`src/rtl/fft_reorder_ctrl.sv`:
```
// Address/handshake controller for a single-memory FFT output reorder buffer:
// one frame is written in natural order, then read back bit-reversed or in natural order.
module fft_reorder_ctrl #(
    parameter int log2N = 6,
    parameter int N     = 64
) (
    input  logic             clk,
    input  logic             rst_n,
    input  logic             en,
    input  logic             bitrev_en,
    input  logic             in_valid,
    output logic             in_ready,
    input  logic             out_ready,
    output logic             out_valid,
    output logic [log2N-1:0] out_idx,
    output logic             mem_we,
    output logic [log2N-1:0] mem_addra,
    output logic [log2N-1:0] mem_addrb,
    output logic             frame_done
);

    typedef enum logic [1:0] {
        IDLE,
        FILL,
        DRAIN
    } state_t;

    localparam logic [log2N-1:0] LAST = log2N'(N - 1);
    localparam logic [log2N-1:0] ONE  = log2N'(1);

    state_t           state_q, state_d;
    logic [log2N-1:0] wr_cnt_q, wr_cnt_d;
    logic [log2N-1:0] rd_cnt_q, rd_cnt_d;
    logic             mode_q, mode_d;
    logic             out_valid_q, out_valid_d;
    logic             frame_done_q, frame_done_d;
    logic             accept;
    logic [log2N-1:0] rd_next;

    function automatic logic [log2N-1:0] bitrev(input logic [log2N-1:0] v);
        logic [log2N-1:0] r;
        for (int i = 0; i < log2N; i++) r[i] = v[log2N-1-i];
        return r;
    endfunction

    // The read address looks one beat ahead so the synchronous memory has the
    // next sample ready exactly when the current one is accepted.
    assign accept  = out_valid_q & out_ready;
    assign rd_next = accept ? rd_cnt_q + ONE : rd_cnt_q;

    always_comb begin
        // NOTE: every signal gets a default before the case so no path leaves
        // one unassigned, which would otherwise infer a latch.
        state_d      = state_q;
        wr_cnt_d     = wr_cnt_q;
        rd_cnt_d     = rd_cnt_q;
        mode_d       = mode_q;
        out_valid_d  = out_valid_q;
        frame_done_d = 1'b0;
        in_ready     = 1'b0;
        mem_we       = 1'b0;
        mem_addra    = '0;
        mem_addrb    = '0;

        unique case (state_q)
            IDLE: begin
                if (en) begin
                    state_d  = FILL;
                    mode_d   = bitrev_en;
                    wr_cnt_d = '0;
                end
            end
            FILL: begin
                in_ready  = 1'b1;
                mem_we    = in_valid;
                mem_addra = wr_cnt_q;
                if (in_valid) begin
                    wr_cnt_d = wr_cnt_q + ONE;
                    if (wr_cnt_q == LAST) begin
                        rd_cnt_d = '0;
                        state_d  = DRAIN;
                    end
                end
            end
            DRAIN: begin
                mem_addrb = mode_q ? bitrev(rd_next) : rd_next;
                if (!out_valid_q) out_valid_d = 1'b1;
                if (accept) begin
                    rd_cnt_d = rd_next;
                    if (rd_cnt_q == LAST) begin
                        out_valid_d  = 1'b0;
                        frame_done_d = 1'b1;
                        rd_cnt_d     = '0;
                        if (en) begin
                            state_d = FILL;
                            mode_d  = bitrev_en;
                        end else begin
                            state_d = IDLE;
                        end
                    end
                end
            end
            default: state_d = IDLE;
        endcase
    end

    // Reset is active-high on this block despite the rst_n name.
    always_ff @(posedge clk or posedge rst_n) begin
        // NOTE: state registers use non-blocking assignments so every flop
        // samples the pre-edge values regardless of statement order.
        if (rst_n) begin
            state_q      <= IDLE;
            wr_cnt_q     <= '0;
            rd_cnt_q     <= '0;
            mode_q       <= 1'b0;
            out_valid_q  <= 1'b0;
            frame_done_q <= 1'b0;
        end else begin
            state_q      <= state_d;
            wr_cnt_q     <= wr_cnt_d;
            rd_cnt_q     <= rd_cnt_d;
            mode_q       <= mode_d;
            out_valid_q  <= out_valid_d;
            frame_done_q <= frame_done_d;
        end
    end

    assign out_valid  = out_valid_q;
    assign out_idx    = out_valid_q ? rd_cnt_q : '0;
    assign frame_done = frame_done_q;

endmodule

```
`config.mk`:
```
export PLATFORM = sky130hd
export DESIGN_NAME = fft_reorder_ctrl
export DESIGN_NICKNAME = d
export VERILOG_FILES = /design/src/rtl/fft_reorder_ctrl.sv
export SDC_FILE = /design/constraint.sdc
export NUM_CORES = 1
export LEC_CHECK = 0
export ABC_CLOCK_PERIOD_IN_PS = 4400
export BUFFER_PORTS_ARGS = -buffer_cell sky130_fd_sc_hd__clkbuf_2
export CAP_MARGIN = 20
export CORE_MARGIN = 4
export CORE_UTILIZATION = 49
export DETAILED_ROUTE_END_ITERATION = 12
export HOLD_SLACK_MARGIN = 0.08
export PLACE_DENSITY = 0.75
export SYNTH_ARGS = -nofsm -noshare
export SYNTH_HDL_FRONTEND = slang
export SYNTH_SLANG_ARGS = --single-unit
```
`constraint.sdc`:
```
create_clock -name clk -period 4.4 [get_ports clk]
set_input_delay 0.44 -clock clk [delete_from_list [all_inputs] [get_ports clk]]
set_output_delay 0.44 -clock clk [all_outputs]
set_load 0.05 [all_outputs]
```
### Word-level counts from Yosys, hierarchy flattened

Cells that the tools add are included.

* add/subtract/negate cells: 2
* eq/ne operators: 9
* muxes and demuxes: 31
* bitwise operators: 1
* reduce and logical (&&, ||, !) cells: 8

Operator list (number)
* $mux W6: 11
* $pmux W6 S2: 2
* $add A6 B1 Y6 const B: 2
* $eq A6 B6 Y1 const B: 2
* $mux W1: 11
* $mux W2: 5
* $ne A2 B2 Y1 const B: 5
* $pmux W2 S3: 1
* $reduce_and A3 Y1: 2
* $reduce_bool A2 Y1: 3
* $reduce_and A5 Y1: 1
* $reduce_and A4 Y1: 1
* $eq A2 B1 Y1 const B: 1
* $eq A2 B2 Y1 const B: 1
* $logic_not A2 Y1: 1
* $pmux W1 S2: 1
* $and A1 B1 Y1: 1

* bits in registers: 17
* bits of input ports: 6
* output and inout port bits: 22
* logic and storage cells: 57

### Longest topological paths before layout

* word-level depth: 5
* gate-level depth with buffers: 5

### Least setup slack after synthesis

No wires, ideal clock.

* path kind: register to output
* from: register out_valid_q, in the netlist out_valid
* to: output mem_addrb[1]
* arrival time: 2456 ps
* setup slack: 1504 ps
* stages on the path, launching flop included: 6
* buffers on the path: 1
* path through: dfrtp_1 -> buf_2 -> nand3_1 -> nor2_1 -> xnor2_1 -> a211oi_1

* longest elaborated chain between the ends: 4

Ends and longest elaborated chain
* start, declared: line 35 `logic out_valid_q, out_valid_d;`
* start signal, assigned: line 123 `out_valid_q <= out_valid_d;`
* $and A1 B1 Y1: line 48 `assign accept = out_valid_q & out_ready;`
* $mux W6: line 49 `assign rd_next = accept ? rd_cnt_q + ONE : rd_cnt_q;`
* $mux W6: line 86 `mem_addrb = mode_q ? bitrev(rd_next) : rd_next;`
* $mux W6: line 65 `unique case (state_q)`
* end, declared: line 18 `output logic [log2N-1:0] mem_addrb,`

Every way passes these cells.

### Worst setup path in the final report

* from: register out_valid_q, in the netlist out_valid
* to: output mem_addrb[2]

The elaborated chain is that of the path after synthesis.

==> impl_metrics.tcl <==
set metrics [dict create \
    rsz0062_at_grt "no" \
    grt_usage 0.174 \
    cts_tree "done" \
    worst_setup_path_start_kind "flop" \
    clk_pin_slew_worst_paths_ns 0.11 \
    drive_above_1_share 0.224 \
    grt_max_degree 18 \
    root_buffer "clkbuf_4" \
    max-slew-margin-rel 0.579 \
    holdBufCountCts 0 \
    grt_pass1_vias 822 \
    vias_per_cell 5.09 \
    drt_iter0_markers 6 \
    clockBufferDepth 2 \
    ys.flop_type "dfrtp_1" \
    post_cts_buffers 0 \
    syn_area_sq_um 1020 \
    yosysWarnings 0 \
    dieArea_sq_um 2880 \
    synth.area.top_cells "dfrtp_1 (42%), and2_1 (8.6%), nor2_1 (4.4%), xnor2_1 (4.3%), xor2_1 (4.3%)" \
    grt_pass1_wl_um 3680 \
    ios 28 \
    numCtsBuffers 3 \
    min_period_over_period 0.573 \
    area_growth_syn_to_layout_pct 17.5 \
    cp_max_fo 12 \
    arrival_ns 2.08 \
    ant_nets 0 \
    drc 0 \
    setup_viol 0 \
    first_pass_iters 4 \
    overflow 0 \
    hpwl_um 1690 \
    synth_nets 124 \
    synth.avg_cell_area_sq_um 8.80 \
    wl_per_cell_um 12.9 \
    ys_types 29 \
    vias 866 \
    ys_ff_latch 17 \
    required_ns 3.96 \
    fmax_mhz 397 \
    synth-async-reset-ratio 1.00 \
    core_sq_um 1960 \
    fp-row-count 16 \
    die_width_um 53.6 \
    finalSetupTns_ns 0 \
    p_total_w 0.000431 \
    cts-resized-gates 0 \
    tightest_slew_ns 0.631 \
    h-tree-depth 1 \
    antenna_found_initial 0 \
    drt-total-wl_um 2190 \
    fin_crit_ns 2.52 \
    hold_path.class "input pin to async pin" \
    crit_path_end_kind "output port" \
    synth_cells 116 \
    yosysSeqAreaShare 0.417 \
    io_buffers 27 \
    cts_sinks 17 \
    synth-edff-count 0 \
    setup.worst_path.class "flop to output port" \
    layoutNonFillerInstCount 170 \
    synth.largest_area_cell "dfrtp_1" \
    antenna_cells 0 \
    skew_ns 0.00582 \
    dp.cells 166 \
    initial_core_util 0.520 \
    drv_slew 0 \
    finalHoldViolCount 0 \
    ir_drop_mv 0.253 \
    netlist.area_leader.share 0.417 \
    globalplace.congestion 0.840 \
    nets 152 \
    maxCapViolations 0 \
    yosysMostFrequentCell "dfrtp_1" \
    status "completed" \
    die_height_um 53.6 \
    leakage_nw 0.600 \
    power_density_nw_per_um2 359 \
    synth_commonest_cells "dfrtp_1 (17), and2_1 (14), nor2_1 (12)" \
    insertion_delay_ns 0.29 \
]
## worst max-delay path, cell delays in order, from the launching register on
cell and delay, ns:
dfrtp_1 0.53, nand2_1 0.22, or3_1 0.41, xor2_1 0.18
a21boi_1 0.16, clkbuf_2 0.29
## metrics by stage
stage                     area (sq um)   util  worst slack, ns  hold slack [ns]
after floorplan                   1020      -             1.50            0.366
after global placement            1170  0.598             2.26            0.520
after detailed placement          1170  0.598             2.20            0.535
after CTS                         1200  0.612             1.87            0.237
after global routing              1200  0.612             1.74            0.273
final                             1200  0.612             1.88            0.192
## routing by layer
layer	part of all wire	vias up	GRT usage	wire length (um)
met4	0.0032	0	0.0383	7
met2	0.47	17	0.267	1030
li1	-	451	-	-
met3	0.060	2	0.0416	131
met5	0	-	0	0
met1	0.47	396	0.247	1020
## flip-flops by register name, summed over array words and instances (netlist names)
name / cells
mode_q: 1
wr_cnt_q: 6
out_valid: 1
rd_cnt_q: 6
frame_done: 1
state_q: 2
## area by class of cell
| cell class | instances | area [sq um] |
|---|---|---|
| inverter | 4 | 15.0 |
| multi-input combinational | 91 | 563 |
| fill | 181 | 762 |
| tap | 27 | 33.8 |
| timing repair buffer | 27 | 135 |
| clock inverter | 1 | 5.00 |
| clock buffer | 3 | 22.5 |
| sequential | 17 | 425 |
## where the power goes
| group | total, W | internal [W] | switching, W |
|---|---|---|---|
| registers | 0.000181 | 0.000166 | 0.0000150 |
| clock network | 0.0000852 | 0.0000337 | 0.0000514 |
| logic | 0.000165 | 0.0000453 | 0.000120 |
| total | 0.000431 | 0.000245 | 0.000186 |
## path summary, 6_finish.rpt
| check | cells after the start | slack, ns | end | start |
|---|---|---|---|---|
| hold / removal | 2 | 0.19 | wr_cnt_q[1] | rst_n |
| hold reg to reg | 1 | 0.57 | rd_cnt_q[5] | rd_cnt_q[5] |
| min in group clk | 2 | 0.38 | mode_q | bitrev_en |
| max in group asynchronous | 2 | 3.80 | rd_cnt_q[3] | rst_n |
| setup reg to reg | 4 | 2.78 | rd_cnt_q[3] | out_valid |
| setup / recovery | 5 | 1.88 | mem_addrb[2] | out_valid |
## placed cells by master (no fill, tap or decap)
master / synthesis / layout
clkbuf_2: 0 / 27
dfrtp_1: 17 / 17
and2_1: 14 / 14
nor2_1: 12 / 12
nand2_1: 10 / 10
a21oi_1: 6 / 6
xor2_1: 5 / 5
o21ai_0: 5 / 5
xnor2_1: 5 / 5
inv_1: 4 / 4
o2bb2ai_1: 4 / 4
nor2b_1: 3 / 3
nand4_1: 3 / 3
nand3_1: 3 / 3
a21boi_1: 3 / 3
clkbuf_4: 0 / 3
nor3_1: 2 / 2
nand2b_1: 2 / 2
a21o_1: 2 / 2
a211oi_1: 2 / 2
ha_1: 2 / 2
and2_0: 1 / 1
and3b_1: 1 / 1
a22o_1: 1 / 1
o2111ai_1: 1 / 1
nor4_1: 1 / 1
mux2_2: 1 / 1
or3_1: 1 / 1
and3_1: 1 / 1
clkinv_2: 0 / 1
## cells by family after synthesis
family / synth area share
flip-flops: 0.417
AND/OR/NAND/NOR: 0.273
adder cells (fa/ha/maj): 0.0245
multiplexers: 0.0110
buffers and inverters: 0.0319
AO/OA/AOI/OAI: 0.157
XOR/XNOR: 0.0858
No activity file was read; power rests on OpenSTA's default activity.
